===== config.mk =====
export PLATFORM = sky130hd
export DESIGN_NAME = detector_pulsacion_flat
export DESIGN_NICKNAME = d
export VERILOG_FILES = /design/src/rtl/detector_pulsacion_if.sv /design/src/rtl/detector_pulsacion.sv /design/src/flat_wrapper.sv
export SDC_FILE = /design/constraint.sdc
export NUM_CORES = 1
export LEC_CHECK = 0
export CAP_MARGIN = 20
export CORE_MARGIN = 5
export CORE_UTILIZATION = 54
export DETAILED_ROUTE_END_ITERATION = 10
export PLACE_DENSITY = 0.75
export SLEW_MARGIN = 25
export SYNTH_ARGS = -nofsm -noshare
export SYNTH_HDL_FRONTEND = slang
export SYNTH_SLANG_ARGS = --single-unit

===== constraint.sdc =====
create_clock -name clk -period 2.8 [get_ports clk]
set_input_delay 0.56 -clock clk [delete_from_list [all_inputs] [get_ports clk]]
set_output_delay 0.56 -clock clk [all_outputs]
set_load 0.01 [all_outputs]

===== src/rtl/detector_pulsacion_if.sv =====
// detector_pulsacion_if: debounced button level in, classified press events out.
interface detector_pulsacion_if;
  logic entrada_limpia;
  logic presionado;
  logic pulso_corto;
  logic pulso_largo;
  logic repeticion;
  modport master (output entrada_limpia, input presionado, pulso_corto, pulso_largo, repeticion);
  modport slave (input entrada_limpia, output presionado, pulso_corto, pulso_largo, repeticion);
endinterface


===== src/rtl/detector_pulsacion.sv =====
// detector_pulsacion: classifies debounced button presses into short, long and auto-repeat events.
module detector_pulsacion #(
  parameter int unsigned T_LARGO = 50_000_000,
  parameter int unsigned T_REP = 10_000_000,
  parameter bit CON_REPETICION = 1'b1,
  parameter int unsigned ANCHO = 26
) (
  input logic clk,
  input logic reset,
  detector_pulsacion_if.slave bus
);
  typedef enum logic [1:0] {ESPERA, REPOSO, PRESIONADO, LARGO} estado_t;
  localparam logic [ANCHO-1:0] LIM_LARGO = ANCHO'(T_LARGO);
  localparam logic [ANCHO-1:0] LIM_REP = ANCHO'(T_REP);
  estado_t estado_q, estado_d;
  logic [ANCHO-1:0] contador_q, contador_d, contador_inc;
  logic presionado_q, presionado_d;
  logic pulso_corto_q, pulso_corto_d;
  logic pulso_largo_q, pulso_largo_d;
  logic repeticion_q, repeticion_d;
  logic alto, fin_largo, fin_rep;
  assign alto = bus.entrada_limpia;
  assign contador_inc = contador_q + ANCHO'(1);
  assign fin_largo = contador_inc == LIM_LARGO;
  assign fin_rep = contador_inc == LIM_REP;
  always_ff @(posedge clk or negedge reset) begin
    if (!reset) begin
      estado_q <= ESPERA;
      contador_q <= '0;
      presionado_q <= 1'b0;
      pulso_corto_q <= 1'b0;
      pulso_largo_q <= 1'b0;
      repeticion_q <= 1'b0;
    end else begin
      estado_q <= estado_d;
      contador_q <= contador_d;
      presionado_q <= presionado_d;
      pulso_corto_q <= pulso_corto_d;
      pulso_largo_q <= pulso_largo_d;
      repeticion_q <= repeticion_d;
    end
  end
  // The counter restarts on every wrap, so it stays below max(T_LARGO, T_REP) on an endless hold.
  always_comb begin
    estado_d = estado_q;
    contador_d = '0;
    case (estado_q)
      ESPERA: estado_d = alto ? ESPERA : REPOSO;
      REPOSO: begin
        estado_d = alto ? PRESIONADO : REPOSO;
        contador_d = alto ? ANCHO'(1) : '0;
      end
      PRESIONADO: begin
        estado_d = !alto ? REPOSO : fin_largo ? LARGO : PRESIONADO;
        contador_d = (alto && !fin_largo) ? contador_inc : '0;
      end
      default: begin
        estado_d = alto ? LARGO : REPOSO;
        contador_d = (alto && !fin_rep) ? contador_inc : '0;
      end
    endcase
  end
  always_comb begin
    presionado_d = (estado_q != ESPERA) && alto;
    pulso_corto_d = (estado_q == PRESIONADO) && !alto;
    pulso_largo_d = (estado_q == PRESIONADO) && alto && fin_largo;
    repeticion_d = CON_REPETICION && (estado_q == LARGO) && alto && fin_rep;
  end
  assign bus.presionado = presionado_q;
  assign bus.pulso_corto = pulso_corto_q;
  assign bus.pulso_largo = pulso_largo_q;
  assign bus.repeticion = repeticion_q;
endmodule


===== src/flat_wrapper.sv =====
// flat-port wrapper written by rule: the top's interface ports become plain ports
module detector_pulsacion_flat 
#(
  parameter int unsigned T_LARGO = 50_000_000,
  parameter int unsigned T_REP = 10_000_000,
  parameter bit CON_REPETICION = 1'b1,
  parameter int unsigned ANCHO = 26
)
  (clk, reset, bus_entrada_limpia, bus_presionado, bus_pulso_corto, bus_pulso_largo, bus_repeticion);
  detector_pulsacion_if bus_i ();
  input logic clk;
  input logic reset;
  input wire logic [$bits(bus_i.entrada_limpia)-1:0] bus_entrada_limpia;
  output wire logic [$bits(bus_i.presionado)-1:0] bus_presionado;
  output wire logic [$bits(bus_i.pulso_corto)-1:0] bus_pulso_corto;
  output wire logic [$bits(bus_i.pulso_largo)-1:0] bus_pulso_largo;
  output wire logic [$bits(bus_i.repeticion)-1:0] bus_repeticion;
  assign bus_i.entrada_limpia = bus_entrada_limpia;
  assign bus_presionado = bus_i.presionado;
  assign bus_pulso_corto = bus_i.pulso_corto;
  assign bus_pulso_largo = bus_i.pulso_largo;
  assign bus_repeticion = bus_i.repeticion;
  detector_pulsacion #(.T_LARGO(T_LARGO), .T_REP(T_REP), .CON_REPETICION(CON_REPETICION), .ANCHO(ANCHO)) u_core (.clk(clk), .reset(reset), .bus(bus_i));
endmodule

# After elaboration in Yosys (flattened, before gate mapping)

Cells that the tools add are included.

Register bits: 32
Input bits: 3
Output and inout bits: 4
Logic and storage cells: 35

Add/subtract/negate cells: 1
Eq/ne operators: 5
Multiplexer cells: 10
Reduce and logical (&&, ||, !) cells: 13

Operators with widths:

| kind                                                                    | count |
|---|---|
| 26-bit case mux with 3 select lines                                     | 1 |
| 26-bit two-way mux                                                      | 2 |
| 26-bit by 1-bit adder with 26-bit output, second input constant         | 1 |
| 26-bit by 24-bit equality test with 1-bit output, second input constant | 1 |
| 26-bit equality test, second input constant                             | 1 |
| 1-bit logical AND                                                       | 8 |
| 2-bit two-way mux                                                       | 3 |
| 2-bit case mux with 3 select lines                                      | 1 |
| 2-bit equality test, second input constant                              | 2 |
| 1-bit zero test                                                         | 3 |
| 1-bit two-way mux                                                       | 3 |
| 2-bit by 1-bit equality test with 1-bit output, second input constant   | 1 |
| 2-bit zero test                                                         | 1 |
| 2-bit nonzero test                                                      | 1 |

# Logic depth before layout (Yosys ltp)

Depth after elaboration: 6
Depth in mapped cells: 11
Mapped depth without buffers: 8

# Worst setup path before layout

Ideal clock, no wire load.

Path kind: register to register
Start point: reg u_core.contador_q[0]
End point: reg u_core.contador_q[10]
Setup time: 0.136 ns
Arrival time: 2.539 ns
Data required time: 2.664 ns
Path slack: 0.125 ns
Cell stages (with the launch flop): 12
Path buffers: 3
Clock period less this slack: 2.675 ns
Path through: dfrtp_1 -> ha_1 -> buf_2 -> and4_1 -> nand4_1 -> clkbuf_1 -> xnor2_1 -> nand3_1 -> or4_4 -> a21oi_2 -> buf_6 -> nor3_1

Longest elaborated chain between the ends: 6
Elaborated cells between the ends (all ways): 10
Those cells by class: add/sub: 1; eq/ne: 2; mux: 3; reduce/logical: 4

RTL lines:

| item                                                                                            | line                                               | text |
|---|---|---|
| start, declared                                                                                 | detector_pulsacion.sv:16                           | `logic [ANCHO-1:0] contador_q, contador_d, contador_inc;` |
| start signal, assigned                                                                          | detector_pulsacion.sv:36                           | `contador_q <= contador_d;` |
| 26-bit by 1-bit adder with 26-bit output (*)                                                    | detector_pulsacion.sv:23                           | `assign contador_inc = contador_q + ANCHO'(1);` |
| 26-bit by 24-bit equality test with 1-bit output / 26-bit equality test (equally long branches) | detector_pulsacion.sv:25, detector_pulsacion.sv:24 |  |
| 1-bit zero test (on tied branches)                                                              | detector_pulsacion.sv:59, detector_pulsacion.sv:55 |  |
| 1-bit logical AND (on tied branches)                                                            | detector_pulsacion.sv:59, detector_pulsacion.sv:55 |  |
| 26-bit two-way mux (on tied branches)                                                           | detector_pulsacion.sv:59, detector_pulsacion.sv:55 |  |
| 26-bit case mux with 3 select lines (*)                                                         | detector_pulsacion.sv:47                           | `case (estado_q)` |
| named net u_core.contador_d[10]                                                                 | detector_pulsacion.sv:16                           |  |

The timed path passes the listed nets; every way through them passes the cells marked *.

# Final worst setup path

Start point: reg u_core.contador_q[16]
End point: reg u_core.contador_q[14]

Same word-level chain as after synthesis.

==> metrics.txt <==
outcome=finished, final reports clean; Slew @ Worst Pin=0.477 ns; post-layout min period=2.70 ns; reg2reg start=u_core.contador_q[16]$_DFF_PN0_; combinational fraction of design power=0.048; Post-synth top cells=dfrtp_1 (32), nor2_1 (21), nand4_1 (13); slowest CP cell=or4_4; WP data arrival=2.91 ns; syn_nets=214; synth top area cells=dfrtp_1 (42%), xnor2_1 (5.0%), nand4_1 (4.2%); Mapped Cells=210; post-DR vias/cell=6.30; register area share after synthesis=0.416; launch point of the worst hold path=u_core.estado_q[0]$_DFF_PN0_; P_sw=194 uW; Crit path top cell by count=or4_4; vias in the first global route=1658; row count=21; largest delay contributor family on the critical path=simple AND/OR/NAND/NOR gates; Int Power=606 uW; Worst setup EP type=flop; count leader, synth=dfrtp_1; post-route clock period utilization=0.963; Post-DP Area=2110 um^2; DRC=0; R2R depth=8; Max Cap Viol=0; top_reg_cell synth=dfrtp_1; nets=234; pwr dens=363 nW/um^2; Sw Share=0.243; Slew Limit Fails=0; Initial Util=0.568; power after layout=800 uW; Final ANT Viol Nets=0; WHS=0.559 ns; area delta synth->final=14.4%; DRT iter0 DRCs=161; Routed Wire Length=4.69 mm; setup violators final=0; Max H-tree Level=2; ys async rst share=1.00; initial antenna violation count=0; DIE WIDTH=69.7 um; crit path kind=flop to flop; placed insts=267; clock-pin transition on the worst setup and hold timing paths=0.10 ns; Lkg Pwr=0.799 nW; Fmax achieved=371 MHz; Clk Latency, worst-skew pair=0.34 ns; die area=4860 um^2; pin count of the biggest net entering global routing=33; total grt overflow=0; Critical Path, Cell by Cell=nand4_1 -> or4_4 -> o31ai_2 -> o211ai_1 -> or4_4 -> a21oi_2 -> buf_4 -> a211oi_1; CTS Sinks=32; synth unique cells=51; max_slew headroom=0.680; Required @ worst endpoint=3.01 ns; via count=1745; critical path launch point type=flop; worst vdd ir=0.000252 V; DR WL/cell=16.9 um; Syn. warnings=0; RD Place Congestion=0.940; Worst Hold Class=flop to flop; Die H=69.7 um; Bufs on Longest Clock Path=2; layout cell share with drive strength beyond 1=0.182; CTS tree=built; CTS Hold Buffers Added=0; first drt pass iteration count=5; CP max stage delay=0.57 ns; EDFF count, synth=0; skew final=0.00227 ns; worst reg2reg setup slack=0.10 ns; CTS buffer count=5; fin cells=277; worst hold stages=1; first-pass GRT wire length=7.67 mm; critical-path maximum fanout=10; Synth area leader=dfrtp_1; CORE AREA=3390 um^2; GR Util All Layers=0.196; sink of the worst hold path=u_core.bus.pulso_corto$_DFF_PN0_; I/O pins=7; Detail Placement HPWL=3.28 mm; post-synth top area share=0.416; final hold vios=0; Clock Root Buffer=clkbuf_4; Syn Area/Cell=9.18 um^2; antenna cells=0; Clk pwr share=0.358; final instance area=2200 um^2; Reg2Reg Capture Point=u_core.contador_q[14]$_DFF_PN0_; Synth Cell Area=1930 um^2; Reg power frac=0.595; CP bufs+invs=1; IO buf count=6; Synth Register Bits=32
==> placed cells by master (no fill, tap or decap), types with 5 or more instances in the layout <==
master,n
nand4_1,13
nand3_1,9
nand2_1,12
inv_1,6
nor2_1,21
dfrtp_1,28
xor2_1,9
clkbuf_4,5
nor4_1,5
buf_4,19
xnor2_1,11
a21oi_1,6
nor3_1,11
o21ai_0,7
clkdlybuf4s50_1,6
==> worst max-delay path by stage <==
| stage | depth (start not counted) | end | startpoint | slack [ns] |
|---|---|---|---|---|
| after floorplan | 11 | u_core.contador_q[10]$_DFF_PN0_ | u_core.contador_q[0]$_DFF_PN0_ | 0.12 |
| final | 8 | u_core.contador_q[14]$_DFF_PN0_ | u_core.contador_q[16]$_DFF_PN0_ | 0.10 |
| after global routing | 8 | u_core.contador_q[14]$_DFF_PN0_ | u_core.contador_q[16]$_DFF_PN0_ | -0.008 |
| after CTS | 9 | u_core.contador_q[13]$_DFF_PN0_ | u_core.contador_q[16]$_DFF_PN0_ | 0.05 |
| after global placement | 8 | u_core.contador_q[12]$_DFF_PN0_ | u_core.contador_q[16]$_DFF_PN0_ | 0.10 |
| after detailed placement | 9 | u_core.contador_q[13]$_DFF_PN0_ | u_core.contador_q[16]$_DFF_PN0_ | 0.07 |
==> power groups by stage <==
stage,Sequential (mW),Combinational (mW),Clock (mW)
finish,0.476,0.0381,0.286
global route,0.477,0.0434,0.309
CTS,0.475,0.0383,0.290
detailed placement,0.484,0.0381,0
global placement,0.484,0.0382,0
floorplan,0.483,0.0159,0
==> state kept, by name, summed over array words and instances, names as in the netlist <==
signal and flops:
u_core.bus.pulso_corto 1, u_core.bus.pulso_largo 1, u_core.estado_q 2, u_core.bus.presionado 1, u_core.contador_q 26, u_core.bus.repeticion 1
==> final cells by class <==
class	count	area, um^2
clock buffer	8	58.8
fill	267	1190
inverter	7	26.3
multi-input combinational	159	1050
sequential	32	806
tap	46	57.6
timing repair buffer	25	203
==> layer usage <==
metal  track usage  wire length, um  up-vias  part of all wire
li1              -                -      813                 -
met1         0.269             2050      830              0.44
met2         0.304             2200       91              0.47
met3        0.0435              347       11             0.074
met4        0.0681               94        0             0.020
met5             0                0        -                 0
==> cells by family after synthesis <==
logic type | count (synthesis) | synth area share
adder cells (fa/ha/maj) | 1 | 0.00649
buffers and inverters | 19 | 0.0454
multiplexers | 1 | 0.00520
flip-flops | 32 | 0.416
XOR/XNOR | 20 | 0.0909
AO/OA/AOI/OAI | 36 | 0.134
AND/OR/NAND/NOR | 101 | 0.302
==> what timing repair did <==
item                                    4_1_cts  5_1_grt
endpoints found under the setup margin        0       14
resized for setup                             0        7
setup buffers                                 0        2
==> metrics by stage <==
| step | worst slack [ns] | TNS [ns] | utilization |
|---|---|---|---|
| global route | -0.00836 | -0.00836 | 0.650 |
| finish | 0.102 | 0 | 0.650 |
| global placement | 0.104 | 0 | 0.623 |
| floorplan | 0.125 | 0 | - |
| detailed placement | 0.0738 | 0 | 0.623 |
| CTS | 0.0452 | 0 | 0.640 |
Power figures use the tool's default switching activity.
